===== config.mk =====
export PLATFORM = sky130hd
export DESIGN_NAME = ascii_seq_gen
export DESIGN_NICKNAME = d
export VERILOG_FILES = /design/src/rtl/ascii_seq_pkg.sv /design/src/rtl/ascii_seq_gen_gap_timer.sv /design/src/rtl/ascii_seq_gen.sv
export SDC_FILE = /design/constraint.sdc
export NUM_CORES = 1
export LEC_CHECK = 0
export CAP_MARGIN = 20
export CELL_PAD_IN_SITES_DETAIL_PLACEMENT = 0
export CELL_PAD_IN_SITES_GLOBAL_PLACEMENT = 1
export CORE_MARGIN = 3
export CORE_UTILIZATION = 40
export CTS_CLUSTER_DIAMETER = 150
export DETAILED_ROUTE_END_ITERATION = 10
export PLACE_DENSITY = 0.92
export SYNTH_ARGS = -nofsm -noshare
export SYNTH_HDL_FRONTEND = slang
export SYNTH_SLANG_ARGS = --single-unit

===== constraint.sdc =====
create_clock -name clk -period 2.7 [get_ports clk]
set_input_delay 0.54 -clock clk [delete_from_list [all_inputs] [get_ports clk]]
set_output_delay 0.54 -clock clk [all_outputs]
set_load 0.01 [all_outputs]

===== src/rtl/ascii_seq_pkg.sv =====
// Shared definitions for the ASCII sequence generator.
// Contents:
//   state_t                      controller state encoding (IDLE, SEND, GAP, FIN)
//   ASCII_1 / ASCII_2 / ASCII_3  default characters of the sequence ("123")
//   ASCII_NUL                    value driven on ascii whenever valid is low
package ascii_seq_pkg;

    typedef enum logic [1:0] {
        IDLE = 2'd0,
        SEND = 2'd1,
        GAP  = 2'd2,
        FIN  = 2'd3
    } state_t;

    localparam logic [6:0] ASCII_1   = 7'h31;
    localparam logic [6:0] ASCII_2   = 7'h32;
    localparam logic [6:0] ASCII_3   = 7'h33;
    localparam logic [6:0] ASCII_NUL = 7'h00;

endpackage


===== src/rtl/ascii_seq_gen_gap_timer.sv =====
// Loadable down-counter that times the idle gap between passes.
// Ports:
//   clk       rising-edge clock
//   reset     asynchronous, active-high reset (count cleared to 0)
//   load      loads load_val into the counter (takes priority over en)
//   load_val  value loaded; the gap lasts load_val+1 cycles
//   en        decrements the counter while it is non-zero
//   expired   high while the count is zero
module gap_timer #(
    parameter int W = 2
) (
    input  logic         clk,
    input  logic         reset,
    input  logic         load,
    input  logic [W-1:0] load_val,
    input  logic         en,
    output logic         expired
);

    logic [W-1:0] cnt;

    always_ff @(posedge clk or posedge reset) begin
        if (reset) begin
            cnt <= '0;
        end else if (load) begin
            cnt <= load_val;
        end else if (en && (cnt != '0)) begin
            cnt <= cnt - W'(1);
        end
    end

    assign expired = (cnt == '0);

endmodule


===== src/rtl/ascii_seq_gen.sv =====
// Transmit side of the ASCII sequence-recognition path.
// On an accepted start, sends CHAR0,CHAR1,CHAR2 repeat_cnt times over a
// valid/ready handshake, with GAP_CYCLES idle cycles between passes, then
// pulses done for one cycle.
// Ports:
//   clk         rising-edge clock
//   reset       asynchronous, active-high reset
//   start       one-cycle burst request, sampled only in IDLE
//   repeat_cnt  number of passes, latched when start is accepted
//   ready       downstream accepts ascii this cycle
//   ascii       current character, 7'h00 while valid is low
//   valid       ascii holds a character awaiting transfer
//   busy        high in every state except IDLE
//   done        one-cycle pulse after the last transfer (or an empty burst)
module ascii_seq_gen
    import ascii_seq_pkg::*;
#(
    parameter logic [6:0] CHAR0      = ASCII_1,
    parameter logic [6:0] CHAR1      = ASCII_2,
    parameter logic [6:0] CHAR2      = ASCII_3,
    parameter int         GAP_CYCLES = 2,
    parameter int         CNT_W      = 4
) (
    input  logic             clk,
    input  logic             reset,
    input  logic             start,
    input  logic [CNT_W-1:0] repeat_cnt,
    input  logic             ready,
    output logic [6:0]       ascii,
    output logic             valid,
    output logic             busy,
    output logic             done
);

    // Timer holds GAP_CYCLES-1 so that GAP lasts exactly GAP_CYCLES cycles.
    localparam int GAP_W = (GAP_CYCLES > 1) ? $clog2(GAP_CYCLES) : 1;
    localparam logic [GAP_W-1:0] GAP_LOAD = GAP_W'((GAP_CYCLES > 0) ? GAP_CYCLES - 1 : 0);

    state_t           state, state_nxt;
    logic [1:0]       idx, idx_nxt;
    logic [CNT_W-1:0] passes, passes_nxt;
    logic             tmr_load, tmr_en, tmr_expired;
    logic             xfer;

    function automatic logic [6:0] char_sel(input logic [1:0] i);
        case (i)
            2'd0:    return CHAR0;
            2'd1:    return CHAR1;
            default: return CHAR2;
        endcase
    endfunction

    // valid is only ever high in SEND, so this is the handshake edge.
    assign xfer = valid && ready;

    gap_timer #(
        .W (GAP_W)
    ) u_gap_timer (
        .clk      (clk),
        .reset    (reset),
        .load     (tmr_load),
        .load_val (GAP_LOAD),
        .en       (tmr_en),
        .expired  (tmr_expired)
    );

    always_comb begin
        state_nxt  = state;
        idx_nxt    = idx;
        passes_nxt = passes;
        tmr_load   = 1'b0;
        tmr_en     = 1'b0;
        case (state)
            IDLE: begin
                if (start) begin
                    if (repeat_cnt != '0) begin
                        passes_nxt = repeat_cnt;
                        idx_nxt    = 2'd0;
                        state_nxt  = SEND;
                    end else begin
                        state_nxt  = FIN;
                    end
                end
            end
            SEND: begin
                if (xfer) begin
                    if (idx == 2'd2) begin
                        idx_nxt    = 2'd0;
                        passes_nxt = passes - CNT_W'(1);
                        if (passes == CNT_W'(1)) begin
                            state_nxt = FIN;
                        end else if (GAP_CYCLES == 0) begin
                            state_nxt = SEND;
                        end else begin
                            state_nxt = GAP;
                            tmr_load  = 1'b1;
                        end
                    end else begin
                        idx_nxt = idx + 2'd1;
                    end
                end
            end
            GAP: begin
                tmr_en = 1'b1;
                if (tmr_expired) begin
                    state_nxt = SEND;
                end
            end
            FIN: begin
                state_nxt = IDLE;
            end
            default: begin
                state_nxt = IDLE;
            end
        endcase
    end

    // Outputs are registered from the next-state values so they line up
    // with the state they describe; ready=0 leaves everything unchanged.
    always_ff @(posedge clk or posedge reset) begin
        if (reset) begin
            state  <= IDLE;
            idx    <= 2'd0;
            passes <= '0;
            ascii  <= ASCII_NUL;
            valid  <= 1'b0;
            busy   <= 1'b0;
            done   <= 1'b0;
        end else begin
            state  <= state_nxt;
            idx    <= idx_nxt;
            passes <= passes_nxt;
            valid  <= (state_nxt == SEND);
            ascii  <= (state_nxt == SEND) ? char_sel(idx_nxt) : ASCII_NUL;
            busy   <= (state_nxt != IDLE);
            done   <= (state_nxt == FIN);
        end
    end

endmodule


==> impl_metrics.ini, run 1 <==
[sta]
slew_headroom_pct = 62.5
finalHoldViolCount = 0
clock_skew_ps = 2.92
period_minus_slack_ps = 1860
clock.fmax_ghz = 0.536
setup-violations-final = 0
slew_viol_final = 0
period_share_pct = 69.0
whs_ps = 561
tightestPinTransition_ps = 561
grt_setup_unrepaired = no
setup-tns-final_ps = 0

[pwr]
swShare_pct = 39.6
combPwrFrac_pct = 49.8
seq_power_share_pct = 38.6
ir_drop_mv = 0.449
p_leak_nw = 0.405
p_sw_mw = 0.391
p_per_area_mw_per_mm2 = 1020
internal-power_mw = 0.595
pwr-share-clk_pct = 11.5

[floorplanning]
die_y_um = 51.5
core_sq_mm = 0.00184
start_util_pct = 45.1
die_area_sq_mm = 0.00266
die_w_um = 51.5
io_pins = 18
row_count = 15

[critical_path]
cp-start-kind = input port
cp.required_ps = 2880
slowest_stage = clkdlybuf4s50_1
worstPathMaxFanout = 4
critPathKind = input port to flip-flop
slowest_delay_ps = 460
critical_path.endpoint_type = flip-flop
crit_family = simple AND/OR/NAND/NOR gates
crit_chain = clkdlybuf4s50_1 > nor4_4 > nor2_1 > or2_1 > a211oi_1
crit_arrival_ps = 2040
crit_buf_inv = 1

[status]
outcome = complete, no violations

[yosys]
synth_cell_types = 32
ys_warn_count = 0
synth_edf_count = 0
synth_cells = 83
synth_area_sq_um = 830
synth_fa_ha_area_share_pct = 3.02
ys_seq_elements = 14
synth_simple_gate_area_share_pct = 22.5
synth_compound_area_share_pct = 20.2
synth_ff_type = dfrtp_1
synth.area.mux_share_pct = 1.21
avgSynthCellArea_sq_um = 9.99
async_reset_ff_share_pct = 100
synth_top_family_by_area = simple AND/OR/NAND/NOR gates
synth-xor-area-share_pct = 0
seq_area_frac_synth_pct = 42.2

[route]
wire_per_inst_um = 12.3
dr.pass1.iters = 4
wl_um = 1460
drc = 0
vias = 593
drt_iter0_drc = 14
vias_per_cell = 4.98
ant_nets = 0

[clocking]
hold_buffers = 0
cts-buffers-inserted = 3
clock_latency_ps = 280
clock-sinks = 14
cts_tree = done
path_clk_slew_ps = 70
cts_buffer_depth = 2
cts_setup_buffers = 0
cts_resized = 0
htree_levels = 1
root_buffer = clkbuf_4

[global_route]
grt_use_total_pct = 13.1
antenna_found_initial = 0
use_met1_pct = 17.3
overflow = 0
grtUsageMet3_pct = 5.16
top_usage_layer = met2
grt_pass1_vias = 563
grt_max_degree = 15
use_met2_pct = 20.3
grt_pass1_wl_um = 2580

[final_layout]
layout_common_cells = dfrtp_1 (14), clkdlybuf4s50_1 (14), nand2_1 (7), nor2_1 (7), inv_1 (6)
drive_gt1_share_pct = 10.6
final_cells = 119
nFillCells = 175
area_growth_syn_to_layout_pct = 16.6
antenna_cells = 0
nets = 106

[place]
place_congestion = 0.753
placedCellCount = 116
hpwl_um = 1140
numPortBuffers = 14

[flow_run]
max-cap-violations = 0

[hold_path]
min_path_type = flip-flop to flip-flop
[layout make-up]
cell class,instances,area (sq um),share of cell area (%)
clock buffers,3,22.5,2.33
inverters,6,22.5,2.33
multi-input cells,57,400,41.4
flip-flops and latches,14,350,36.2
well taps,25,31.3,3.23
repair buffers,14,140,14.5
[routing by layer]
layer / wire length, um / vias up / share of wire [%]
li1: - / 302 / -
met1: 664 / 278 / 45
met2: 710 / 10 / 49
met3: 69 / 3 / 4.7
met4: 16 / 0 / 1.1
met5: 0 / - / 0
[metrics by stage]
| stage | util [%] | setup WS, ps | cell area [sq um] | power, mW |
|---|---|---|---|---|
| 2_1_floorplan | - | 1200 | 837 | 0.757 |
| 3_3_place_gp | 51.4 | 562 | 945 | 0.869 |
| 3_5_place_dp | 51.4 | 518 | 945 | 0.883 |
| 4_1_cts | 52.6 | 802 | 967 | 1.00 |
| 5_1_grt | 52.6 | 680 | 967 | 1.07 |
| 6_report | 52.6 | 836 | 967 | 0.986 |
[cell usage after synthesis (all sizes together) (2+ instances only)]
cell / instances / area (sq um)
nand3: 2 / 15.0
inv: 6 / 22.5
dfrtp: 14 / 350
nand2: 7 / 26.3
o211ai: 3 / 22.5
a21oi: 4 / 20.0
o21ai: 6 / 41.3
or3b: 3 / 31.3
nand2b: 3 / 18.8
a211oi: 3 / 22.5
ha: 2 / 25.0
nor2b: 3 / 18.8
o22ai: 2 / 26.3
nor2: 7 / 26.3
buf: 8 / 63.8
[path summary, 6_finish.rpt]
kind                                  from              end  slack (ps)  cells after the start
max in group asynchronous            reset           idx[0]        1740                      2
min reg2reg                u_gap_timer.cnt  u_gap_timer.cnt         560                      2
min                        u_gap_timer.cnt  u_gap_timer.cnt         560                      2
max                          repeat_cnt[1]         ascii[1]         840                      5
min in group asynchronous            reset        passes[2]         600                      2
max reg2reg                       state[1]         ascii[0]        1120                      5
[sequential cells by signal, summed over array words and instances (netlist names)]
signal	cells
state	2
idx	2
u_gap_timer.cnt	1
passes	4
ascii	3
done	1
busy	1
[worst min-delay path, stage by stage, from the launching register on]
cell     delay, ps
dfrtp_1        400
nand2_1         60
o21ai_0         60
[kinds of logic (layout without fill, tap and decap cells)]
group	Yosys count	in the layout
compound gates	21	21
fa+ha+maj	2	2
buf+inv	14	23
other cells	1	3
mux	1	1
simple gates	30	30
flops	14	14
[power by group through the flow]
stage          Clock, mW  Combinational [mW]  Sequential (mW)
6_report           0.114               0.491            0.381
5_1_grt            0.125               0.551            0.393
4_1_cts            0.120               0.500            0.381
3_5_place_dp           0               0.497            0.386
3_3_place_gp           0               0.484            0.385
2_1_floorplan          0               0.388            0.369
Note: power is estimated with default switching activity, not from simulation.
==> run 2, diff against run 1 <==
--- a/config.mk
+++ b/config.mk
@@ -9,10 +9,10 @@
 export CELL_PAD_IN_SITES_DETAIL_PLACEMENT = 0
 export CELL_PAD_IN_SITES_GLOBAL_PLACEMENT = 1
 export CORE_MARGIN = 3
-export CORE_UTILIZATION = 40
+export CORE_UTILIZATION = 33
 export CTS_CLUSTER_DIAMETER = 150
 export DETAILED_ROUTE_END_ITERATION = 10
-export PLACE_DENSITY = 0.92
+export PLACE_DENSITY = 0.82
 export SYNTH_ARGS = -nofsm -noshare
 export SYNTH_HDL_FRONTEND = slang
 export SYNTH_SLANG_ARGS = --single-unit
==> constraint.sdc (replaced) <==
create_clock -name clk -period 1.5 [get_ports clk]
set_input_delay 0.3 -clock clk [delete_from_list [all_inputs] [get_ports clk]]
set_output_delay 0.3 -clock clk [all_outputs]
set_load 0.01 [all_outputs]
==> run 2 against run 1 <==
  * Setup slack worse by 810 ps
  * Critical path depth is the same
  * Final area increased by 16%
  * Sequential power is 74% higher
  * Combinational power is 140% higher
  * First-iteration DRC count is the same
  * Flip-flop and latch count unchanged
  * Via count is 12% higher
  * Cell count increased by 15%
  * Power increased by 110%
  * Sequential share of layout area decreased by 4.7 points
  * Wire length is 16% higher
  * Largest cell class unchanged
  * Largest power group unchanged
==> impl_metrics.ini, run 2 (synthesis results as in run 1) <==
[floorplanning]
die_y_um = 56.1
row_count = 17
io_pins = 18
start_util_pct = 36.1
die_area_sq_mm = 0.00315
core_sq_mm = 0.00230
die_w_um = 56.1

[sta]
clock.fmax_ghz = 0.677
fin_ws_ps = 22.5
period_share_pct = 98.5
period_minus_slack_ps = 1480
setup-violations-final = 0
grt_setup_unrepaired = yes
slew_viol_final = 0
finalHoldViolCount = 0
clock_skew_ps = 7.54

[critical_path]
crit_arrival_ps = 1710
worstPathMaxFanout = 7
crit_family = flip-flops
critPathKind = flip-flop to flip-flop
slowest_stage = dfrtp_2
slowest_delay_ps = 460
crit_buf_inv = 1
crit_chain = buf_4 > nor2b_1 > o2bb2a_4 > o21ai_4 > nor2b_1
cp-start-kind = flip-flop
crit_top_cell = nor2b_1
cp.required_ps = 1730
critical_path.endpoint_type = flip-flop

[final_layout]
final_common_cell = buf_4
registers.top_by_ff_count = passes
area_growth_syn_to_layout_pct = 35.1
reg_top3 = passes x4, ascii x3
drive_gt1_share_pct = 30.3
stdcell_area_sq_mm = 0.00112
layout_common_cells = buf_4 (13), dfrtp_1 (12), nand2_1 (7), nor2_1 (7)
largest_reg_flops = 4
nets = 120
multi_input_area_sq_um = 428
nFillCells = 206
antenna_cells = 0
final_cells = 137
regArea_sq_um = 353

[global_route]
grt_use_total_pct = 11.3
grt_pass1_vias = 643
overflow = 0
grt_max_degree = 15
grt_pass1_wl_um = 2820
antenna_found_initial = 0

[place]
post-place-ws_ps = -362
placed_area_sq_mm = 0.00104
placedCellCount = 131
numPortBuffers = 14
hpwl_um = 1210
place_congestion = 0.721

[route]
drt_iter0_drc = 14
drc = 0
wl_um = 1690
vias = 663
dr.pass1.iters = 4
wire_per_inst_um = 12.4
ant_nets = 0
vias_per_cell = 4.84

[pwr]
pwr-share-clk_pct = 13.3
ir_drop_mv = 0.783
p_per_area_mw_per_mm2 = 1880
swShare_pct = 38.8
p_leak_nw = 0.504
power.total_mw = 2.11
p_sw_mw = 0.818
combPwrFrac_pct = 55.3
internal-power_mw = 1.29
seq_power_share_pct = 31.4

[clocking]
cts_tree = done
cts_buffer_depth = 2
clock-sinks = 14
clock_latency_ps = 290
cts-buffers-inserted = 3
htree_levels = 1
root_buffer = clkbuf_4
hold_buffers = 0
path_clk_slew_ps = 90

[flow_run]
max-cap-violations = 0

[status]
outcome = complete, no violations

[hold_path]
min_path_type = input port to asynchronous set/reset pin
-- run 2: per-stage QoR --
| stage | hold WS (ps) | util, % | TNS (ps) |
|---|---|---|---|
| floorplan | 189 | - | 0 |
| global placement | 523 | 45.2 | -3050 |
| detailed placement | 533 | 45.2 | -3280 |
| CTS | 304 | 47.5 | 0 |
| global route | 313 | 48.8 | -101 |
| finish | 294 | 48.8 | 0 |
-- run 2: cell type report --
type                            count  share of cell area (%)
Multi-Input combinational cell     57                    38.2
Sequential cell                    14                    31.5
Timing Repair Buffer               28                    22.0
Clock buffer                        4                    3.24
Tap cell                           28                    3.12
Inverter                            6                    2.01
-- run 2: layer usage --
layer  vias up  wire length (um)  GRT usage [%]
met1       313               728           13.3
met3         2                58           1.62
li1        330                 -              -
met2        18               888           19.2
met5         -                 0              0
met4         0                17           7.12
-- run 2: worst paths after layout --
check                                startpoint               to  slack, ps  depth (start not counted)
worst max register to register         state[0]             done         20                          5
max in group asynchronous                 reset         state[0]       1020                          3
min in group clk                  repeat_cnt[1]        passes[1]        490                          3
worst max-delay path                   state[0]             done         20                          5
worst min-delay path                      reset           idx[1]        290                          3
worst min register to register  u_gap_timer.cnt  u_gap_timer.cnt        550                          2
-- run 2: worst reg2reg max path, delay by kind of cell (launching register included) --
family,cells,cell delay [ps]
flip-flops,1,460
AO/OA/AOI/OAI,2,430
AND/OR/NAND/NOR,2,370
buffers and inverters,1,160
-- run 2: power groups by stage --
stage          registers (mW)  clock network [mW]  logic (mW)
2_1_floorplan           0.664                   0       0.698
3_3_place_gp            0.666                   0        1.06
3_5_place_dp            0.671                   0        1.08
4_1_cts                 0.657               0.283        1.14
5_1_grt                 0.688               0.302        1.29
6_report                0.663               0.280        1.17
-- run 2: timing repair --
action	CTS	global route
gates resized for setup	9	8
setup buffers	1	1
pin swaps	3	3
endpoints found under the setup margin	7	9
